[src/rtl/mcif_rd_req_gen.sv]
// mcif read-command front end: splits a linear beat command into credit-limited bursts.
// Optional macro MCIF_RD_REQ_4K_SPLIT_EN additionally stops bursts at 4KB boundaries.
module mcif_rd_req_gen #(
   parameter int DATA_W    = 256,
   parameter int LEN_W     = 4,
   parameter int CNT_W     = 24,
   parameter int OST_BEATS = 64
) (
   input  logic                 clk,
   input  logic                 rst,
   input  logic                 cmd_vld,
   output logic                 cmd_rdy,
   input  logic [31:0]          cmd_addr,
   input  logic [CNT_W-1:0]     cmd_beats,
   output logic                 done,
   output logic                 rd_req_vld,
   input  logic                 rd_req_rdy,
   output logic [LEN_W+31:0]    rd_req_pd,
   input  logic                 rd_resp_vld,
   output logic                 rd_resp_rdy,
   input  logic [DATA_W-1:0]    rd_resp_pd,
   output logic                 rd_fifo_pop,
   output logic                 dout_vld,
   input  logic                 dout_rdy,
   output logic [DATA_W-1:0]    dout_pd
);

   localparam int BYTES     = DATA_W / 8;
   localparam int BSH       = $clog2(BYTES);
   localparam int MAX_BURST = 1 << LEN_W;
   localparam int BL_W      = LEN_W + 1;
   localparam int CR_W      = $clog2(OST_BEATS + 1);

   typedef enum logic [1:0] {S_IDLE, S_CALC, S_REQ, S_WAIT} state_t;

   state_t              r_state;
   logic [31:0]         r_addr;
   logic [CNT_W-1:0]    r_rem;
   logic [CNT_W-1:0]    r_total;
   logic [CNT_W-1:0]    r_rcv_cnt;
   logic [CR_W-1:0]     r_credit;
   logic [BL_W-1:0]     r_blen;
   logic                r_cmd_rdy;
   logic                r_rd_req_vld;
   logic [LEN_W+31:0]   r_rd_req_pd;
   logic                r_done;

   logic                w_pop;
   logic [CNT_W-1:0]    w_rcv_nxt;
   logic [BL_W-1:0]     w_blen;
   logic                w_take;

   // Response path is a zero-latency pass-through; each accepted beat returns one credit.
   assign w_pop       = rd_resp_vld & dout_rdy;
   assign rd_resp_rdy = dout_rdy;
   assign rd_fifo_pop = w_pop;
   assign dout_vld    = rd_resp_vld;
   assign dout_pd     = rd_resp_pd;
   assign w_rcv_nxt   = r_rcv_cnt + CNT_W'(w_pop);

`ifdef MCIF_RD_REQ_4K_SPLIT_EN
   logic [12:0] w_pg_bytes;
   logic [12:0] w_pg_beats;
   assign w_pg_bytes = 13'h1000 - {1'b0, r_addr[11:0]};
   assign w_pg_beats = w_pg_bytes >> BSH;
`endif

   always_comb begin
      w_blen = BL_W'(MAX_BURST);
      if (r_rem < CNT_W'(MAX_BURST))
         w_blen = r_rem[BL_W-1:0];
`ifdef MCIF_RD_REQ_4K_SPLIT_EN
      if (13'(w_blen) > w_pg_beats)
         w_blen = w_pg_beats[BL_W-1:0];
`endif
   end

   assign w_take = (r_state == S_CALC) && (r_credit >= CR_W'(w_blen));

   always_ff @(posedge clk) begin
      if (rst) begin
         r_state      <= S_IDLE;
         r_addr       <= '0;
         r_rem        <= '0;
         r_total      <= '0;
         r_rcv_cnt    <= '0;
         r_credit     <= CR_W'(OST_BEATS);
         r_blen       <= '0;
         r_cmd_rdy    <= 1'b0;
         r_rd_req_vld <= 1'b0;
         r_rd_req_pd  <= '0;
         r_done       <= 1'b0;
      end else begin
         r_done    <= 1'b0;
         r_rcv_cnt <= w_rcv_nxt;
         // NOTE: a returned beat and a burst reservation in the same cycle must both land.
         r_credit  <= r_credit + CR_W'(w_pop) - (w_take ? CR_W'(w_blen) : CR_W'(0));
         case (r_state)
            S_IDLE: begin
               r_cmd_rdy <= 1'b1;
               if (cmd_vld && r_cmd_rdy) begin
                  r_addr    <= cmd_addr & ~32'(BYTES - 1);
                  r_rem     <= cmd_beats;
                  r_total   <= cmd_beats;
                  r_rcv_cnt <= '0;
                  if (cmd_beats == '0) begin
                     r_done <= 1'b1;
                  end else begin
                     r_cmd_rdy <= 1'b0;
                     r_state   <= S_CALC;
                  end
               end
            end
            S_CALC: begin
               r_blen      <= w_blen;
               r_rd_req_pd <= {LEN_W'(w_blen - BL_W'(1)), r_addr};
               if (w_take) begin
                  r_rd_req_vld <= 1'b1;
                  r_state      <= S_REQ;
               end
            end
            S_REQ: begin
               if (rd_req_rdy) begin
                  r_rd_req_vld <= 1'b0;
                  r_addr       <= r_addr + (32'(r_blen) << BSH);
                  r_rem        <= r_rem - CNT_W'(r_blen);
                  r_state      <= (r_rem != CNT_W'(r_blen)) ? S_CALC : S_WAIT;
               end
            end
            S_WAIT: begin
               if (w_rcv_nxt == r_total) begin
                  r_done    <= 1'b1;
                  r_cmd_rdy <= 1'b1;
                  r_state   <= S_IDLE;
               end
            end
            default: r_state <= S_IDLE;
         endcase
      end
   end

   assign cmd_rdy    = r_cmd_rdy;
   assign rd_req_vld = r_rd_req_vld;
   assign rd_req_pd  = r_rd_req_pd;
   assign done       = r_done;

   // A beat can only come back while some of the credit pool is reserved.
   a_no_orphan_beat: assert property (@(posedge clk) disable iff (rst)
      w_pop |-> (r_credit < CR_W'(OST_BEATS)));

endmodule
[config.mk]
export PLATFORM = sky130hd
export DESIGN_NAME = mcif_rd_req_gen
export DESIGN_NICKNAME = d
export VERILOG_FILES = /design/src/rtl/mcif_rd_req_gen.sv
export SDC_FILE = /design/constraint.sdc
export NUM_CORES = 1
export LEC_CHECK = 0
export CAP_MARGIN = 20
export CORE_AREA = 8 8 236 238
export DETAILED_ROUTE_END_ITERATION = 10
export DIE_AREA = 0 0 244 246
export GPL_TIMING_DRIVEN = 0
export PLACE_DENSITY_LB_ADDON = 0.1
export SLEW_MARGIN = 20
export SYNTH_ARGS = -nofsm -noshare
export SYNTH_HDL_FRONTEND = slang
export SYNTH_SLANG_ARGS = --single-unit
export TNS_END_PERCENT = 100
[constraint.sdc]
create_clock -name clk -period 5.9 [get_ports clk]
set_input_delay 1.18 -clock clk [delete_from_list [all_inputs] [get_ports clk]]
set_output_delay 1.18 -clock clk [all_outputs]
set_load 0.02 [all_outputs]
==> impl_metrics.csv, run 1 <==
group,metric,value,unit
global_routing,gr-total-overflow,0,
sta,hold_viol_final,0,
power,p_leak,5.80,nW
global_routing,grt_max_degree,17,
min_path,hp-class,"reg -> reg",
outcome,status,"finished clean",
global_routing,grt_antenna_before_repair,3,
place,dpl_cell_area,14600,sq um
worst_setup_path,worst-setup-path-type,"reg -> reg",
worst_setup_path,critPathMaxStageDelay,0.52,ns
worst_setup_path,crit_fanout,10,
synthesis,synth.avg_cell_area,7.82,sq um
final_layout,final_core_util,29.2,%
place,place.gp.congestion,0.817,
global_routing,grt_pass1_vias,10600,
synthesis,yosysWarningCount,0,
cts,cts_sinks,147,
worst_setup_path,worstPathRequired,6.24,ns
floorplan,die_x,244,microns
cts,cts_tree,"built",
cts,worst_skew_pair.late_latency,0.45,ns
min_path,holdPathStages,2,
place,post-place-ws,-0.234,ns
synthesis,async_reset_ff_share,0,%
route,drtAntennaViolNets,0,
floorplan,start_util,19.6,%
power,p_per_area,352,nW/um^2
floorplan,core,52000,sq um
synthesis,ys_types,78,
global_routing,grt_use_met3,4.36,%
worst_setup_path,r2r_cells,26,
worst_setup_path,slowest_stage,"or4_1",
floorplan,io_pins,616,
sta,layout_setup_ws,0.369,ns
cts,htreeDepth,4,
route,drc,0,
synthesis,synth_edf_count,0,
sta,maxSlewViolCount,0,
global_routing,met2_usage,25.2,%
sta,rsz0062_at_grt,"no",
cts,cts_buffers,17,
route,via_count,10100,
synthesis,ys_ff_latch,147,
worst_setup_path,critical_path_arrival,5.87,ns
global_routing,grt_pass1_wl,65800,microns
place,place_hpwl,36300,microns
final_layout,final_cell_area,15200,sq um
global_routing,use_met1,16.5,%
floorplan,die_h,246,microns
worst_setup_path,worst_path_most_repeated_cell,"ha_1",
sta,final.period_utilization,93.8,%
synthesis,synth_seq_area_share,28.8,%
sta,fmax,181,MHz
cts,ctsLongestPathBuffers,2,
cts,clk_root_buffer_cell,"clkbuf_16",
synthesis,syn_inst,1305,
sta,skew,0.0155,ns
synthesis,synth_area,10200,sq um
final_layout,drive_gt1_share,19.2,%
floorplan,dieArea,60000,sq um
route,drt_iter0_markers,576,
final_layout,area_delta_synth_final,48.7,%
cts,ctsHoldBuffers,0,
global_routing,track_usage,14.1,%
power,peakVddDrop,0.204,mV
cts,clkTransAtPathRegs,0.07,ns
final_layout,nets,2034,
worst_setup_path,cp-end-kind,"flip-flop",
route,dr.pass1.iters,5,
floorplan,num_rows,84,
sta,finalSetupViolations,0,
route,routedWlPerCell,18.9,microns
run,max_cap_violations,0,
sta,fin_crit,5.53,ns
global_routing,top_usage_layer,"met2",
route,wl,44900,microns
place,io_buffers,348,
sta,hold_ws,0.477,ns
worst_setup_path,worstSetupStartpointType,"flip-flop",
sta,max_slew_margin,33.7,%
sta,worst_pin_slew,0.994,ns
synthesis,synth_ff_type,"dfxtp_1",
route,viasPerCell,4.25,
==> cell type report <==
class | count | area (sq um)
plain buffers | 323 | 2210
diodes | 1 | 2.50
repair buffers | 349 | 3490
inverters | 45 | 169
fillers | 5575 | 36800
well taps | 688 | 861
clock inverters | 13 | 133
flip-flops and latches | 147 | 2940
multi-input cells | 794 | 4920
clock buffers | 19 | 453
==> critical path: cells and delay by family, from the launching register on <==
kind	cells	cell delay, ns
AOI/OAI and AO/OA	7	0.92
xor gates and xnor gates	1	0.15
adders and majority gates	4	1.01
buffers and inverters	3	0.34
DFF	1	0.35
and+or+nand+nor	11	2.65
==> logic make-up (layout without fill, tap and decap cells) <==
logic type / after synthesis / in the layout / synth area share (%)
AO/OA/AOI/OAI: 239 / 239 / 15.0
XOR/XNOR: 43 / 43 / 3.82
adder cells (fa/ha/maj): 40 / 40 / 5.10
buffers and inverters: 368 / 749 / 23.3
flip-flops: 147 / 147 / 28.8
multiplexers: 32 / 32 / 3.16
other: 1 / 6 / 0.0367
AND/OR/NAND/NOR: 435 / 435 / 20.8
==> synth_stat cells (8+ instances only) <==
cell type | count | area [sq um]
nand2b_1 | 12 | 75.1
o22ai_1 | 18 | 113
inv_1 | 45 | 169
nor2_1 | 124 | 465
a21o_1 | 8 | 60.1
xnor2_1 | 27 | 236
dfxtp_1 | 147 | 2940
buf_4 | 265 | 1990
nor2b_1 | 27 | 169
nand4_1 | 18 | 113
o21ai_0 | 37 | 185
ha_1 | 36 | 450
mux2i_1 | 30 | 300
a211oi_1 | 25 | 188
a21oi_1 | 85 | 425
clkbuf_1 | 50 | 188
nand2_1 | 120 | 450
o31ai_1 | 9 | 67.6
nor4_1 | 18 | 113
xor2_1 | 15 | 131
nand3_1 | 25 | 125
and3_1 | 8 | 50.1
nor3_1 | 35 | 175
==> report_power, final <==
group | total [W] | switching, W | leakage [nW] | internal (W)
sequential | 0.00151 | 0.000270 | 1.20 | 0.00124
combinational | 0.00270 | 0.00159 | 4.32 | 0.00110
clock | 0.00113 | 0.000486 | 0.281 | 0.000643
==> worst paths after layout <==
check / startpoint / slack [ns] / to
worst max-delay path: r_rem[16] / 0.37 / r_credit[6]
worst min-delay path: r_rem[0] / 0.48 / r_rem[0]
worst max register to register: r_rem[16] / 0.37 / r_credit[6]
worst min register to register: r_rem[0] / 0.48 / r_rem[0]
==> layout by cell type, fill, tap and decap left out, types with 30 or more instances in the layout <==
| cell | synthesis | layout |
|---|---|---|
| inv_1 | 45 | 45 |
| a21oi_1 | 85 | 84 |
| nor3_1 | 35 | 35 |
| ha_1 | 36 | 36 |
| nand2_1 | 120 | 120 |
| buf_4 | 265 | 266 |
| clkbuf_1 | 50 | 50 |
| o21ai_0 | 37 | 37 |
| clkdlybuf4s50_1 | 0 | 348 |
| dfxtp_1 | 147 | 147 |
| nor2_1 | 124 | 124 |
| mux2i_1 | 30 | 30 |
==> through the flow <==
stage,setup TNS [ns],cells,power (W)
finish,0,2379,0.00534
global route,0,2378,0.00573
CTS,0,2378,0.00539
detailed placement,-0.259,2345,0.00423
global placement,-0.232,2345,0.00420
floorplan,0,1309,0.00320
==> what timing repair did <==
action / in CTS / in global routing
setup endpoints to repair: 3 / 1
setup buffers: 1 / 0
resized for setup: 1 / 4
==> per-layer routing <==
layer  routed length [microns]  up-vias
li1                          -     4964
met1                     18600     4763
met2                     22800      341
met3                      3020       35
met4                       461        6
met5                        33        -
==> flip-flops by register name (all words and copies together) (netlist names) <==
name / count
rd_req_pd: 31
r_addr: 27
r_rcv_cnt: 24
r_rem: 24
r_total: 24
r_credit: 7
r_blen: 5
r_state: 2
cmd_rdy: 1
done: 1
rd_req_vld: 1
Note: power is estimated with default switching activity, not from simulation.
==> inputs of run 2 (changes only) <==
--- a/config.mk
+++ b/config.mk
@@ -11,6 +11,7 @@
 export DIE_AREA = 0 0 244 246
 export GPL_TIMING_DRIVEN = 0
 export PLACE_DENSITY_LB_ADDON = 0.1
+export SKIP_CTS_REPAIR_TIMING = 1
 export SLEW_MARGIN = 20
 export SYNTH_ARGS = -nofsm -noshare
 export SYNTH_HDL_FRONTEND = slang
==> impl_metrics.csv, run 2 (synthesis gave the netlist of run 1 again) <==
group,metric,value,unit
outcome,status,"finished clean",
global_routing,track_usage,14.1,%
worst_setup_path,worst_path_most_repeated_cell,"ha_1",
final_layout,nets,2034,
min_path,hp-class,"reg -> reg",
worst_setup_path,crit_fanout,10,
sta,hold_ws,0.477,ns
global_routing,met2_usage,25.2,%
cts,cts_sinks,147,
sta,final.period_utilization,93.7,%
global_routing,gr-total-overflow,0,
sta,setup_tns,0,ns
cts,clk_root_buffer_cell,"clkbuf_16",
final_layout,largest_reg_flops,31,
min_path,min-delay-start,"r_rem[0]",
worst_setup_path,critPathMaxStageDelay,0.52,ns
route,viasPerCell,4.25,
min_path,holdPathStages,2,
power,p_per_area,352,nW/um^2
final_layout,final_common_cell,"clkdlybuf4s50_1",
cts,htreeDepth,4,
route,drt_iter0_markers,576,
floorplan,start_util,19.6,%
global_routing,use_met1,16.5,%
place,io_buffers,348,
final_layout,layout_common_cells,"348 x clkdlybuf4s50_1, 266 x buf_4, 147 x dfxtp_1",
cts,cts_tree,"built",
worst_setup_path,worstPathRequired,6.24,ns
sta,max_slew_margin,33.8,%
final_layout,multi_input_area,4920,sq um
cts,clkTransAtPathRegs,0.07,ns
power,p_leak,5.80,nW
sta,maxSlewViolCount,0,
final_layout,register_area,2940,sq um
worst_setup_path,cp-end-kind,"flip-flop",
sta,worst_pin_slew,0.994,ns
route,via_count,10100,
final_layout,area_delta_synth_final,48.7,%
sta,skew,0.0155,ns
place,place.gp.congestion,0.817,
route,drc,0,
min_path,min_to,"r_rem[0]",
global_routing,grt_use_met3,4.36,%
global_routing,grt_max_degree,17,
sta,hold_viol_final,0,
route,wl,44900,microns
run,max_cap_violations,0,
worst_setup_path,r2r_start,"r_rem[16]",
power,peakVddDrop,0.204,mV
global_routing,grt_pass1_wl,65800,microns
sta,fmax,181,MHz
place,place_hpwl,36300,microns
final_layout,finalNonFillerCells,2379,
floorplan,dieArea,60000,sq um
floorplan,core,52000,sq um
floorplan,die_h,246,microns
global_routing,grt_pass1_vias,10600,
worst_setup_path,worstSetupStartpointType,"flip-flop",
worst_setup_path,slowest_stage,"or4_1",
final_layout,nFillCells,5576,
route,drtAntennaViolNets,0,
cts,worst_skew_pair.late_latency,0.45,ns
worst_setup_path,r2r_cells,26,
place,dp.cells,2345,
floorplan,num_rows,84,
sta,rsz0062_at_grt,"no",
worst_setup_path,critical_path_arrival,5.87,ns
floorplan,die_x,244,microns
worst_setup_path,r2r_slack,0.37,ns
sta,finalSetupViolations,0,
cts,cts_buffers,17,
floorplan,io_pins,616,
cts,ctsLongestPathBuffers,2,
global_routing,top_usage_layer,"met2",
worst_setup_path,r2r_end,"r_credit[6]",
sta,fin_crit,5.53,ns
final_layout,drive_gt1_share,19.2,%
global_routing,grt_antenna_before_repair,3,
route,dr.pass1.iters,5,
worst_setup_path,worst-setup-path-type,"reg -> reg",
route,routedWlPerCell,18.9,microns
-- run 2: cell counts in the layout (fill, tap and decap cells not counted) --
Identical to the previous run, type by type.
-- run 2: area by class of cell --
class | instances | share of cell area, %
Clock inverter | 13 | 0.874
Sequential cell | 147 | 19.4
Buffer | 323 | 14.6
Inverter | 45 | 1.11
Multi-Input combinational cell | 794 | 32.4
Tap cell | 688 | 5.67
Antenna cell | 1 | 0.0165
Timing Repair Buffer | 349 | 23.0
Clock buffer | 19 | 2.98
-- run 2: routing by layer --
| layer | vias to the layer above | wire length (microns) |
|---|---|---|
| met5 | - | 33 |
| met4 | 6 | 461 |
| met3 | 35 | 3020 |
| met2 | 343 | 22800 |
| met1 | 4766 | 18500 |
| li1 | 4964 | - |
-- run 2: how the worst max path moves through the flow --
stage                    from           to  slack (ns)  depth (start not counted)
floorplan           r_rem[16]  r_credit[6]        0.80                         26
global placement    r_rem[16]  r_credit[6]       -0.23                         26
detailed placement  r_rem[16]  r_credit[6]       -0.23                         26
CTS                 r_rem[16]  r_credit[6]       -0.26                         26
global route        r_rem[11]  r_credit[6]        0.02                         26
finish              r_rem[16]  r_credit[6]        0.37                         26
-- run 2: per-stage QoR --
step                      total power [W]  setup WS, ns  instance area, sq um  utilization, %
after floorplan                   0.00320         0.795                 10200               -
after global placement            0.00420        -0.229                 14600            28.0
after detailed placement          0.00423        -0.234                 14600            28.0
after CTS                         0.00539        -0.262                 15200            29.1
after global routing              0.00573        0.0157                 15200            29.2
final                             0.00534         0.371                 15200            29.2
-- run 2: worst max-delay path, delay by kind of cell (launching register included) --
kind,cells,cell delay [ns]
compound gates,7,0.92
xor+xnor,1,0.15
fa+ha+maj,4,1.01
buf+inv,3,0.34
flops,1,0.35
simple gates,11,2.65
-- run 2: power by group --
group,switching [W],internal [W],leakage (nW)
registers,0.000269,0.00124,1.20
clock network,0.000486,0.000643,0.281
logic,0.00160,0.00110,4.32
total,0.00235,0.00299,5.80
==> inputs of run 3 (changes only) <==
--- a/config.mk
+++ b/config.mk
@@ -10,7 +10,6 @@
 export DETAILED_ROUTE_END_ITERATION = 10
 export DIE_AREA = 0 0 244 246
 export GPL_TIMING_DRIVEN = 0
-export PLACE_DENSITY_LB_ADDON = 0.1
 export SKIP_CTS_REPAIR_TIMING = 1
 export SLEW_MARGIN = 20
 export SYNTH_ARGS = -nofsm -noshare
==> impl_metrics.csv, run 3 (synthesis gave the netlist of run 1 again) <==
group,metric,value,unit
global_routing,gr-total-overflow,0,
cts,htreeDepth,4,
floorplan,num_rows,84,
route,routedWlPerCell,17.7,microns
floorplan,core,52000,sq um
global_routing,grt_pass1_wl,62500,microns
final_layout,multi_input_area,4910,sq um
final_layout,final_core_util,29.2,%
run,max_cap_violations,0,
sta,worst_pin_slew,0.946,ns
worst_setup_path,worst-setup-path-type,"reg -> reg",
sta,fin_crit,5.52,ns
cts,ctsLongestPathBuffers,2,
outcome,status,"finished clean",
min_path,hp-class,"reg -> reg",
sta,skew,0.0116,ns
power,p_per_area,347,nW/um^2
final_layout,area_delta_synth_final,48.6,%
final_layout,drive_gt1_share,19.1,%
cts,clk_root_buffer_cell,"clkbuf_16",
final_layout,final_common_cell,"clkdlybuf4s50_1",
floorplan,dieArea,60000,sq um
sta,max_slew_margin,36.9,%
sta,hold_viol_final,0,
route,via_count,10400,
power,p_leak,5.79,nW
place,io_buffers,348,
route,drc,0,
global_routing,grt_pass1_vias,10700,
route,drt_iter0_markers,671,
sta,finalSetupViolations,0,
global_routing,grt_max_degree,17,
route,dr.pass1.iters,5,
worst_setup_path,crit_fanout,10,
worst_setup_path,worstSetupStartpointType,"flip-flop",
place,dp.cells,2345,
final_layout,finalNonFillerCells,2378,
worst_setup_path,critical_path_arrival,5.85,ns
final_layout,register_area,2940,sq um
power,peakVddDrop,0.237,mV
worst_setup_path,worstPathRequired,6.23,ns
floorplan,io_pins,616,
global_routing,grt_antenna_before_repair,2,
floorplan,die_x,244,microns
final_layout,nFillCells,5543,
sta,final.period_utilization,93.5,%
cts,cts_sinks,147,
floorplan,die_h,246,microns
worst_setup_path,cp-end-kind,"flip-flop",
cts,clkTransAtPathRegs,0.07,ns
route,wl,42000,microns
sta,layout_setup_ws,0.382,ns
place,post-place-ws,-0.0594,ns
final_layout,num_antenna_cells,0,
route,drtAntennaViolNets,0,
floorplan,start_util,19.6,%
final_layout,nets,2034,
route,viasPerCell,4.37,
final_layout,largest_reg_flops,31,
place,place.gp.congestion,0.877,
cts,cts_tree,"built",
sta,maxSlewViolCount,0,
cts,cts_buffers,17,
cts,worst_skew_pair.late_latency,0.44,ns
sta,fmax,181,MHz
final_layout,layout_common_cells,"348 x clkdlybuf4s50_1, 266 x buf_4, 147 x dfxtp_1",
global_routing,track_usage,13.1,%
place,place_hpwl,34300,microns
sta,hold_ws,0.472,ns
## run 3: power by group
part           switching [W]  internal, W  leakage (nW)
clock               0.000482     0.000608         0.266
combinational        0.00157      0.00109          4.33
sequential          0.000261      0.00124          1.20
## run 3: layout make-up
cell class	instances	area share, %
multi-input cells	794	32.4
clock inverters	13	0.833
flip-flops and latches	147	19.4
inverters	45	1.11
clock buffers	19	2.99
repair buffers	349	23.0
plain buffers	323	14.6
well taps	688	5.68
## run 3: stage by stage
step	setup TNS (ns)	cell area, sq um	total power, W
after floorplan	0	10200	0.00320
after global placement	-0.0158	14600	0.00409
after detailed placement	-0.0594	14600	0.00414
after CTS	-0.0836	15100	0.00524
after global routing	-0.00603	15200	0.00559
final	0	15200	0.00526
## run 3: worst paths after layout
kind                     from          end  slack [ns]  cells after the start
setup / recovery    r_rem[16]  r_credit[6]        0.38                     26
hold / removal    r_total[23]  r_total[23]        0.47                      2
setup reg to reg    r_rem[16]  r_credit[6]        0.38                     26
hold reg to reg   r_total[23]  r_total[23]        0.47                      2
## run 3: critical path: stages (launching register included)
cell and delay, ns:
dfxtp_1 0.35, or3_1 0.46, or3_4 0.39, or4_1 0.51, or3b_4 0.43, nor2_2 0.13
clkbuf_4 0.22, nand2_1 0.10, ha_1 0.21, a21o_1 0.15, a21oi_1 0.14, o221ai_1 0.16
a21oi_2 0.17, nor2b_1 0.11, and2_1 0.17, ha_1 0.27, inv_1 0.06, ha_1 0.16
inv_1 0.06, fa_1 0.39, nor2b_2 0.15, o21ai_0 0.08, nand2b_1 0.12, a21o_1 0.13
a21oi_1 0.08, xnor2_1 0.16, nand2b_1 0.07
## run 3: per-layer routing
layer	share of wire (%)	vias to the layer above	global-route usage (%)
li1	-	4955	-
met2	48	532	22.3
met5	0.021	-	0
met3	9.2	68	4.38
met1	40	4845	15.3
met4	2.3	2	4.42
